[src/rtl/pipe_ctrl_pkg.sv]
// Shared types and widths for the pipeline sequencing logic: FSM states,
// register-address and counter widths, and the packed control-output bundle.
`timescale 1ns/1ps
package pipe_ctrl_pkg;

  localparam int REG_ADDR_W  = 5;
  localparam int STALL_CNT_W = 32;
  localparam int FLUSH_CNT_W = 3;   // holds FLUSH_EXTRA up to 7
  localparam int WAIT_CNT_W  = 16;  // holds WAIT_TIMEOUT up to 65535

  typedef enum logic [1:0] {
    RUN     = 2'd0,
    MEMWAIT = 2'd1,
    BFLUSH  = 2'd2
  } state_e;

  typedef struct packed {
    logic pc_write;
    logic if_id_write;
    logic id_exe_write;
    logic ctrl_flush;
    logic if_flush;
  } ctrl_out_t;

  // Field order: pc_write, if_id_write, id_exe_write, ctrl_flush, if_flush.
  localparam ctrl_out_t CTRL_RUN      = 5'b111_00;
  localparam ctrl_out_t CTRL_FREEZE   = 5'b000_00;
  localparam ctrl_out_t CTRL_BRANCH   = 5'b111_11;
  localparam ctrl_out_t CTRL_LOAD_USE = 5'b001_10;
  localparam ctrl_out_t CTRL_RESET    = 5'b000_11;

endpackage

[src/rtl/load_use_detect.sv]
// Combinational load-use comparator: a load in EXE whose destination is read
// by the instruction in decode. x0 never creates a dependency.
`timescale 1ns/1ps
module load_use_detect
  import pipe_ctrl_pkg::*;
(
  input  logic                  ex_mem_read,
  input  logic [REG_ADDR_W-1:0] ex_rd_addr,
  input  logic [REG_ADDR_W-1:0] id_rs1_addr,
  input  logic [REG_ADDR_W-1:0] id_rs2_addr,
  input  logic                  id_use_rs1,
  input  logic                  id_use_rs2,
  output logic                  lu
);

  logic rs1_hit;
  logic rs2_hit;

  assign rs1_hit = id_use_rs1 && (id_rs1_addr == ex_rd_addr);
  assign rs2_hit = id_use_rs2 && (id_rs2_addr == ex_rd_addr);
  assign lu      = ex_mem_read && (ex_rd_addr != '0) && (rs1_hit || rs2_hit);

endmodule

[src/rtl/hazard_stall_ctrl.sv]
// Pipeline sequencing controller: load-use bubbles, taken-branch flushes and
// data-memory freezes with a sticky watchdog, plus a saturating stall counter.
`timescale 1ns/1ps
module hazard_stall_ctrl
  import pipe_ctrl_pkg::*;
#(
  parameter int unsigned FLUSH_EXTRA  = 1,
  parameter int unsigned WAIT_TIMEOUT = 255
) (
  input  logic                   clk,
  input  logic                   rst,
  input  logic                   ex_mem_read,
  input  logic [REG_ADDR_W-1:0]  ex_rd_addr,
  input  logic [REG_ADDR_W-1:0]  id_rs1_addr,
  input  logic [REG_ADDR_W-1:0]  id_rs2_addr,
  input  logic                   id_use_rs1,
  input  logic                   id_use_rs2,
  input  logic                   ex_branch_taken,
  input  logic                   mem_req,
  input  logic                   mem_ready,
  output logic                   pc_write,
  output logic                   if_id_write,
  output logic                   id_exe_write,
  output logic                   ctrl_flush,
  output logic                   if_flush,
  output logic [STALL_CNT_W-1:0] stall_cnt,
  output logic                   mem_timeout
);

  localparam logic [FLUSH_CNT_W-1:0] FLUSH_INIT = FLUSH_CNT_W'(FLUSH_EXTRA);
  localparam logic [WAIT_CNT_W-1:0]  WAIT_MAX   = WAIT_CNT_W'(WAIT_TIMEOUT);

  state_e                 state_q, state_d;
  state_e                 ret_state_q, ret_state_d;
  state_e                 eff_state;
  logic [FLUSH_CNT_W-1:0] flush_cnt_q, flush_cnt_d;
  logic [WAIT_CNT_W-1:0]  wait_cnt_q, wait_cnt_d;
  logic [STALL_CNT_W-1:0] stall_cnt_q, stall_cnt_d;
  logic                   timeout_q, timeout_d;
  logic                   lu;
  logic                   ms;
  ctrl_out_t              ctrl;

  load_use_detect u_load_use_detect (
    .ex_mem_read (ex_mem_read),
    .ex_rd_addr  (ex_rd_addr),
    .id_rs1_addr (id_rs1_addr),
    .id_rs2_addr (id_rs2_addr),
    .id_use_rs1  (id_use_rs1),
    .id_use_rs2  (id_use_rs2),
    .lu          (lu)
  );

  assign ms = mem_req & ~mem_ready;

  // NOTE: every variable written here gets a default first, so no latches are inferred.
  always_comb begin
    state_d     = state_q;
    ret_state_d = ret_state_q;
    flush_cnt_d = flush_cnt_q;
    wait_cnt_d  = '0;
    timeout_d   = timeout_q;
    stall_cnt_d = stall_cnt_q;
    ctrl        = CTRL_RUN;

    // Release from a freeze applies the interrupted state's rules in the same cycle.
    eff_state = (state_q == MEMWAIT && mem_ready) ? ret_state_q : state_q;

    unique case (eff_state)
      MEMWAIT: begin
        ctrl       = CTRL_FREEZE;
        wait_cnt_d = (wait_cnt_q == WAIT_MAX) ? wait_cnt_q : wait_cnt_q + WAIT_CNT_W'(1);
      end
      BFLUSH: begin
        if (ms) begin
          // Flush count is left untouched so the flush resumes after the freeze.
          ctrl        = CTRL_FREEZE;
          state_d     = MEMWAIT;
          ret_state_d = BFLUSH;
          wait_cnt_d  = WAIT_CNT_W'(1);
        end else begin
          ctrl        = CTRL_BRANCH;
          flush_cnt_d = flush_cnt_q - FLUSH_CNT_W'(1);
          state_d     = (flush_cnt_q == FLUSH_CNT_W'(1)) ? RUN : BFLUSH;
        end
      end
      default: begin
        state_d = RUN;
        if (ms) begin
          ctrl        = CTRL_FREEZE;
          state_d     = MEMWAIT;
          ret_state_d = RUN;
          wait_cnt_d  = WAIT_CNT_W'(1);
        end else if (ex_branch_taken) begin
          ctrl = CTRL_BRANCH;
          if (FLUSH_EXTRA > 0) begin
            state_d     = BFLUSH;
            flush_cnt_d = FLUSH_INIT;
          end
        end else if (lu) begin
          ctrl = CTRL_LOAD_USE;
        end
      end
    endcase

    if (wait_cnt_d == WAIT_MAX) timeout_d = 1'b1;

    // Reset forces the safe output pattern immediately, independent of the clock.
    if (!rst) ctrl = CTRL_RESET;

    if (!ctrl.pc_write && (stall_cnt_q != '1)) stall_cnt_d = stall_cnt_q + STALL_CNT_W'(1);
  end

  // NOTE: sequential state uses non-blocking assignments so every flop samples pre-edge values.
  always_ff @(posedge clk or negedge rst) begin
    if (!rst) begin
      state_q     <= RUN;
      ret_state_q <= RUN;
      flush_cnt_q <= '0;
      wait_cnt_q  <= '0;
      stall_cnt_q <= '0;
      timeout_q   <= 1'b0;
    end else begin
      state_q     <= state_d;
      ret_state_q <= ret_state_d;
      flush_cnt_q <= flush_cnt_d;
      wait_cnt_q  <= wait_cnt_d;
      stall_cnt_q <= stall_cnt_d;
      timeout_q   <= timeout_d;
    end
  end

  assign pc_write     = ctrl.pc_write;
  assign if_id_write  = ctrl.if_id_write;
  assign id_exe_write = ctrl.id_exe_write;
  assign ctrl_flush   = ctrl.ctrl_flush;
  assign if_flush     = ctrl.if_flush;
  assign stall_cnt    = stall_cnt_q;
  assign mem_timeout  = timeout_q;

endmodule
[config.mk]
export PLATFORM = sky130hd
export DESIGN_NAME = hazard_stall_ctrl
export DESIGN_NICKNAME = d
export VERILOG_FILES = /design/src/rtl/pipe_ctrl_pkg.sv /design/src/rtl/load_use_detect.sv /design/src/rtl/hazard_stall_ctrl.sv
export SDC_FILE = /design/constraint.sdc
export NUM_CORES = 1
export LEC_CHECK = 0
export CORE_ASPECT_RATIO = 1.25
export CORE_MARGIN = 1.5
export CORE_UTILIZATION = 50
export CTS_CLUSTER_SIZE = 16
export DETAILED_ROUTE_END_ITERATION = 16
export PLACE_DENSITY = 0.77
export SLEW_MARGIN = 20
export SYNTH_ARGS = -nofsm -noshare
export SYNTH_HDL_FRONTEND = slang
export SYNTH_SLANG_ARGS = --single-unit
[constraint.sdc]
create_clock -name clk -period 3.75 [get_ports clk]
set_input_delay 0.5625 -clock clk [delete_from_list [all_inputs] [get_ports clk]]
set_output_delay 0.5625 -clock clk [all_outputs]
set_load 0.01 [all_outputs]
# ---- Yosys cells after proc, flatten, opt, wreduce, memory -nomap -nowiden
# Cells that the tools add are included.
dict set report word_totals {
  register_bits 56
  in_bits 23
  word_cells 56
  out_inout_bits 38
}
dict set report op_classes {
  n_eq_ne 9
  muxes 22
  reduce_logical 12
  n_addsub 3
  bitwise 4
}
# operator count
set ops {}
lappend ops {{$add 32x1->32 const B} 1}
lappend ops {{$eq 16x8->1 const B} 2}
lappend ops {{$mux 16} 2}
lappend ops {{$ne 32x32->1 const B} 1}
lappend ops {{$mux 5} 5}
lappend ops {{$add 16x1->16 const B} 1}
lappend ops {{$mux 2} 7}
lappend ops {{$eq 5x5->1} 2}
lappend ops {{$pmux 5 s2} 1}
lappend ops {{$mux 3} 3}
lappend ops {{$pmux 2 s2} 2}
lappend ops {{$logic_and 1x1->1} 6}
lappend ops {{$pmux 3 s2} 1}
lappend ops {{$reduce_bool 5->1} 1}
lappend ops {{$eq 2x1->1 const B} 2}
lappend ops {{$eq 3x1->1 const B} 1}
lappend ops {{$not 1->1} 3}
lappend ops {{$reduce_and 3->1} 1}
lappend ops {{$sub 3x1->3 const B} 1}
lappend ops {{$eq 2x2->1 const B} 1}
lappend ops {{$reduce_and 2->1} 1}
lappend ops {{$reduce_bool 2->1} 1}
lappend ops {{$and 1x1->1} 1}
lappend ops {{$logic_not 1->1} 1}
lappend ops {{2 further kinds} 2}

# ---- Depth between registers and ports, before layout
# Gate-level depths: netlist (run 1).
dict set report logic_depth {
  depth_word 11
  mapped_depth 10
}

# ---- By module
# Synthesis (run 1) repeated with hierarchy kept, for this count alone.
dict set report unflattened {
  hier_cells 338
  hier_area_um2 3180.6
}
# mod seq_area_each_um2 cells_each instances area_each_um2
set modules_own_cells {}
lappend modules_own_cells {hazard_stall_ctrl 1376.3 321 1 3046.7}
lappend modules_own_cells {load_use_detect 0.0 17 1 133.9}

# ---- Least setup slack after synthesis (run 1)
# Ideal clock, no wire load.
dict set report synth_path {
  kind {input to output}
  from {input port mem_ready}
  to {output port pc_write}
  slack_ns 1.163
  n_path_buf 2
  arrival_time_ns 2.024
  path_stages 9
  path_cell_list {inv_1 -> o21ai_0 -> ha_1 -> nor2_1 -> nor2_1 -> nand2_1 -> a41oi_4 -> buf_2 -> buf_4}
}
dict set report synth_via {
  elab_chain_len 5
  word_cells_on_any_way 10
  classes_between {2 x eq/ne; 5 x mux; 2 x bitwise; 1 x reduce/logical}
}
# element line_no
set synth_lines {}
lappend synth_lines {{start, declared} hazard_stall_ctrl.sv:20} ;# input logic mem_ready,
lappend synth_lines {{$logic_and 1x1->1 / $not 1->1 (equally long branches)} {hazard_stall_ctrl.sv:67, hazard_stall_ctrl.sv:54}}
lappend synth_lines {{$mux 2 / $and 1x1->1 (equally long branches)} {hazard_stall_ctrl.sv:67, hazard_stall_ctrl.sv:54}}
lappend synth_lines {{$eq 2x2->1, or another cell as far along} hazard_stall_ctrl.sv:69} ;# unique case (eff_state)
lappend synth_lines {{$pmux 5 s2 (*)} hazard_stall_ctrl.sv:69}
lappend synth_lines {{$mux 5 (*)} hazard_stall_ctrl.sv:109} ;# if (!rst) ctrl = CTRL_RESET;
lappend synth_lines {{end, declared} hazard_stall_ctrl.sv:21} ;# output logic pc_write,
# Mark *: on every way between the ends. The rest lies on a longest branch, timed or not.

# ---- Worst setup path in the final report (run 1)
# Ends and elaborated chain as after synthesis.

==> impl_metrics.env, run 1 <==
export IMPL_synth_nets=357
export IMPL_dp_hpwl_um=5102
export IMPL_layout_min_cycle_time_ns=3.388
export IMPL_maxSlewHeadroom_pct=61.67
export IMPL_die_w_um=74.87
export IMPL_synth_cells=328
export IMPL_core_um2=6206
export IMPL_grt_max_degree=47
export IMPL_antenna_cells=0
export IMPL_gr_total_overflow=0
export IMPL_cts_inserted_buffers=5
export IMPL_hold_viol_final=0
export IMPL_port_buffers=60
export IMPL_final_period_utilization_pct=90.35
export IMPL_hold_path_class="input pin to async pin"
export IMPL_die_area_um2=6950
export IMPL_cts_resized=0
export IMPL_antenna_left=0
export IMPL_reg2reg_from="state_q[1]$_DFFE_PN0N_"
export IMPL_post_cts_setup_buffers=0
export IMPL_cts_path_max_buffers=2
export IMPL_grt_first_pass_wirelength_um=11810
export IMPL_vias=2634
export IMPL_fmax_mhz=295.1
export IMPL_synth_edf_count=0
export IMPL_hold_buffers=0
export IMPL_vdd_drop_max_mv=0.4461
export IMPL_syn_area_per_cell_um2=9.842
export IMPL_syn_area_um2=3228
export IMPL_antenna_found_initial=0
export IMPL_synth_area_leaders="dfrtp_1 (43%), xor2_1 (9.2%), nand2_1 (4.4%), xnor2_1 (4.1%), nor4_2 (3.5%)"
export IMPL_reg2regPathDepth=9
export IMPL_firstDrtPassIters=4
export IMPL_start_kind="input pin"
export IMPL_yosysTopAreaCell="dfrtp_1"
export IMPL_clk_pin_slew_ns=0.10
export IMPL_pin_count=61
export IMPL_h_tree_depth=2
export IMPL_cellLeakagePower_nw=1.557
export IMPL_syn_to_final_growth_pct=22.21
export IMPL_ys_dominant_reg_cell="dfrtp_1"
export IMPL_cts_root_buf="clkbuf_8"
export IMPL_setup_viol=0
export IMPL_wl_per_cell_um=14.93
export IMPL_cts_sinks=55
export IMPL_cp_end_kind="output pin"
export IMPL_rsz0062_at_grt="false"
export IMPL_drcViolationCount=0
export IMPL_fin_nets=414
export IMPL_gp_congestion=0.9138
export IMPL_grt_usage_pct=21.73
export IMPL_wl_um=7033
export IMPL_critPathRequiredTime_ns=3.19
export IMPL_fp_dieH_um=92.84
export IMPL_grt_pass1_vias=2530
export IMPL_finClkSkew_ns=0.01397
export IMPL_slew_viol_final=0
export IMPL_yosys_top_cells_count="dfrtp_1 (55), nand2_1 (38), xor2_1 (34)"
export IMPL_cts_tree="yes"
export IMPL_start_util_pct=52.02
export IMPL_cp_arrival_ns=2.83
export IMPL_async_reset_ff_share_pct=100.0
export IMPL_num_rows=32
export IMPL_yosysSeqAreaShare_pct=42.64
export IMPL_power_density_nw_per_um2=489.5
export IMPL_vias_per_cell=5.592
export IMPL_yosysMostFrequentCell="dfrtp_1"
export IMPL_path_class="input pin to output pin"
export IMPL_clkLatencyLatePin_ns=0.32
export IMPL_synth_distinct_cells=53
export IMPL_netlist_area_leader_share_pct=42.64
export IMPL_dr_first_iter_drc_count=84
export IMPL_status="finished clean"
export IMPL_drive_gt1_share_pct=9.067
export IMPL_ys_warn_count=0
export IMPL_yosys_register_bits=55
export IMPL_whs_ns=0.1169
export IMPL_drv_cap=0
export IMPL_tightest_slew_ns=0.5750
export IMPL_final_setup_tns_ns=0
export IMPL_rrSetupSlack_ns=1.30
export IMPL_reg2reg_to="stall_cnt[28]$_DFFE_PN0P_"
export IMPL_path_max_fanout=8
## cells in the final DEF (no fill, tap or decap), types with 2 or more instances in the layout
cell type,instances
inv_1,13
a41oi_1,2
xor2_1,34
clkdlybuf4s50_1,59
nand4_1,14
and2_1,4
o21ai_0,8
o2111ai_1,2
and4_1,3
nor2b_1,2
nor4_1,8
a21oi_1,6
a31oi_1,2
nor3_1,20
mux2_2,2
nor2_1,24
buf_4,3
nor4_2,9
and3_1,4
clkbuf_8,5
xnor2_1,15
nand2_1,38
a21o_1,3
clkinv_4,2
dfrtp_1,55
nand3_1,17
ha_1,6
## critical path, stage by stage
cell             delay, ns
clkdlybuf4s50_1       0.51
inv_1                 0.06
o21ai_0               0.21
ha_1                  0.33
nor2_1                0.09
nor2_1                0.12
nand2_1               0.11
a41oi_4               0.25
clkdlybuf4s50_1       0.58
## area by class of cell
class	instances	area, µm²
Fill cell	520	2261
Multi-Input combinational cell	247	1702
Sequential cell	55	1376
Timing Repair Buffer	63	618.1
Tap cell	85	106.4
Clock buffer	5	68.82
Inverter	13	48.80
Clock inverter	3	25.02
## flip-flops by register name, indices dropped and copies added, names as in the netlist
name and cells:
state_q 2, flush_cnt_q 3, mem_timeout 1, stall_cnt 32
wait_cnt_q 16, ret_state_q 1
## stage by stage
step | instance area [µm²] | total power [mW] | instances | util [%] | worst slack, ns
6_report | 3945 | 1.931 | 471 | 63.57 | 0.3617
5_1_grt | 3945 | 2.059 | 471 | 63.57 | 0.1184
4_1_cts | 3945 | 1.951 | 471 | 63.57 | 0.3312
3_5_place_dp | 3851 | 1.605 | 463 | 62.06 | 0.3416
3_3_place_gp | 3851 | 1.586 | 463 | 62.06 | 0.3966
2_1_floorplan | 3228 | 1.269 | 328 | - | 1.163
## metal layers
metal / track usage (%) / wire length, µm / vias to the layer above
met4: 7.576 / 148 / 0
met1: 26.79 / 2974 / 1293
met3: 4.353 / 311 / 14
met2: 36.95 / 3598 / 60
li1: - / - / 1267
met5: 0 / 0 / -
## worst max-delay path by stage
stage	from	endpoint	slack, ns
floorplan	mem_ready	pc_write	1.16
global placement	mem_ready	if_id_write	0.40
detailed placement	mem_ready	pc_write	0.34
CTS	mem_ready	pc_write	0.33
global route	mem_ready	pc_write	0.12
finish	mem_ready	pc_write	0.36
## kinds of logic after synthesis
| kind of cell | share of synthesized area, % |
|---|---|
| muxes | 1.473 |
| buffers and inverters | 4.651 |
| adders and majority gates | 2.326 |
| DFF | 42.64 |
| xor gates and xnor gates | 13.29 |
| and+or+nand+nor | 27.79 |
| AOI/OAI and AO/OA | 7.830 |
## power breakdown
group          leakage [nW]  internal (mW)  switching, mW
Combinational         0.846          0.372          0.360
Clock                0.0443          0.134          0.204
Sequential            0.667          0.708          0.154
Power figures use the tool's default switching activity.
==> run 2, diff against run 1 <==
CORE_MARGIN = not set   (was 1.5)
CTS_CLUSTER_SIZE = 25   (was 16)
clock period = 4 ns   (was 3.75 ns; I/O delays follow)
==> run 2 against run 1 <==
Cell area rose by 0.89%; clock power rose by 30%; worst hold slack gained 0.15 ns; clock-buffer cell count unchanged; utilization up 0.56 points; routed wire length is 0.58% higher; cell count fell by 0.21%; combinational power is 6.7% lower; global-route usage increased by 0.74 points; sequential power fell by 6.5%; die area is 2.4% lower.
==> impl_metrics.env, run 2 (synthesis gave the netlist of run 1 again) <==
export IMPL_drcViolationCount=0
export IMPL_cts_path_max_buffers=2
export IMPL_power_mw=1.926
export IMPL_firstDrtPassIters=4
export IMPL_cts_sinks=55
export IMPL_vias_per_cell=5.602
export IMPL_cp_end_kind="output pin"
export IMPL_whs_ns=0.2677
export IMPL_hold_path_class="input pin to async pin"
export IMPL_slowest_delay_ns=0.58
export IMPL_start_kind="input pin"
export IMPL_path_max_fanout=8
export IMPL_power_density_nw_per_um2=483.8
export IMPL_slew_viol_final=0
export IMPL_gr_total_overflow=0
export IMPL_use_met3_pct=4.505
export IMPL_cts_tree="yes"
export IMPL_cts_inserted_buffers=5
export IMPL_met1_usage_pct=27.18
export IMPL_largest_reg_flops=32
export IMPL_rsz0062_at_grt="false"
export IMPL_core_um2=6206
export IMPL_cts_root_buf="clkbuf_8"
export IMPL_grt_max_degree=36
export IMPL_pin_count=61
export IMPL_cp_arrival_ns=2.90
export IMPL_grt_first_pass_wirelength_um=11830
export IMPL_finClkSkew_ns=0.01408
export IMPL_critPathRequiredTime_ns=3.40
export IMPL_vdd_drop_max_mv=0.2515
export IMPL_status="finished clean"
export IMPL_hold_buffers=0
export IMPL_path_cells="clkdlybuf4s50_1, inv_1, o21ai_0, ha_1, nor2_1, nor2_1, nand2_1, a41oi_4, clkdlybuf4s50_1"
export IMPL_die_area_um2=6783
export IMPL_drv_cap=0
export IMPL_cp_slowest_cell="clkdlybuf4s50_1"
export IMPL_hold_viol_final=0
export IMPL_grt_pass1_vias=2545
export IMPL_gp_congestion=0.8508
export IMPL_top_usage_layer="met2"
export IMPL_wl_per_cell_um=15.05
export IMPL_fp_dieH_um=91.84
export IMPL_reg2regPathDepth=9
export IMPL_num_rows=32
export IMPL_wl_um=7074
export IMPL_antenna_left=0
export IMPL_drive_gt1_share_pct=8.831
export IMPL_grt_usage_pct=22.47
export IMPL_setup_viol=0
export IMPL_fmax_mhz=285.4
export IMPL_clkLatencyLatePin_ns=0.32
export IMPL_antenna_cells=0
export IMPL_final_cell_mix="clkdlybuf4s50_1 (59), dfrtp_1 (55), nand2_1 (38)"
export IMPL_port_buffers=60
export IMPL_clk_pin_slew_ns=0.10
export IMPL_die_w_um=73.87
export IMPL_path_delay_family="buffers and inverters"
export IMPL_critPathBufInv=3
export IMPL_layout_cells_non_filler=470
export IMPL_layout_min_cycle_time_ns=3.504
export IMPL_final_period_utilization_pct=87.60
export IMPL_antenna_found_initial=0
export IMPL_cts_resized=0
export IMPL_start_util_pct=52.02
export IMPL_syn_to_final_growth_pct=23.29
export IMPL_tightest_slew_ns=0.6100
export IMPL_met2_usage_pct=39.07
export IMPL_dp_hpwl_um=5035
export IMPL_post_cts_setup_buffers=0
export IMPL_cellLeakagePower_nw=1.573
export IMPL_final_setup_tns_ns=0
export IMPL_vias=2633
export IMPL_fin_nets=413
export IMPL_crit_cells=9
export IMPL_dp_cells=462
export IMPL_dr_first_iter_drc_count=95
export IMPL_mostFrequentLayoutCell="clkdlybuf4s50_1"
export IMPL_h_tree_depth=2
export IMPL_path_class="input pin to output pin"
export IMPL_multiInputGateArea_um2=1702
export IMPL_seqCellArea_um2=1376
export IMPL_maxSlewHeadroom_pct=59.02
export IMPL_fillers=507
run 2: changes by cell type in the layout (fill, tap and decap cells not counted):
cell,before,now
bufinv_16,0,2
clkinv_4,2,0
buf_4,3,2
run 2: final timing paths:
kind / slack (ns) / endpoint / start
worst max-delay path: 0.50 / if_id_write / mem_ready
worst max register to register: 1.49 / stall_cnt[28]$_DFFE_PN0P_ / state_q[1]$_DFFE_PN0N_
worst min register to register: 0.47 / mem_timeout$_DFFE_PN0N_ / mem_timeout$_DFFE_PN0N_
worst min-delay path: 0.27 / wait_cnt_q[3]$_DFF_PN0_ / rst
max in group asynchronous: 2.87 / stall_cnt[3]$_DFFE_PN0P_ / rst
min in group clk: 0.47 / mem_timeout$_DFFE_PN0N_ / mem_timeout$_DFFE_PN0N_
run 2: through the flow:
| stage | area, µm² | util (%) | setup slack [ns] |
|---|---|---|---|
| floorplan | 3228 | - | 1.338 |
| global placement | 3844 | 61.94 | 0.5503 |
| detailed placement | 3844 | 61.94 | 0.4973 |
| CTS | 3980 | 64.13 | 0.4865 |
| global route | 3980 | 64.13 | 0.2518 |
| finish | 3980 | 64.13 | 0.4962 |
run 2: final cells by class:
class	instances	share of cell area (%)
clock buffer	5	1.729
sequential	55	34.58
timing repair buffer	62	15.34
tap	85	2.672
inverter	13	1.226
multi-input combinational	247	42.75
clock inverter	3	1.698
run 2: routing by layer:
metal  up-vias  part of all wire (%)
li1       1272                     -
met1      1292                    41
met2        59                    53
met3        10                   4.1
met4         0                   1.4
met5         -                     0
run 2: where the power goes:
| part | switching (mW) | total (mW) | internal [mW] | leakage, nW |
|---|---|---|---|---|
| combinational | 0.336 | 0.683 | 0.346 | 0.842 |
| sequential | 0.142 | 0.805 | 0.664 | 0.667 |
| clock | 0.188 | 0.438 | 0.250 | 0.0644 |
| total | 0.666 | 1.93 | 1.26 | 1.57 |
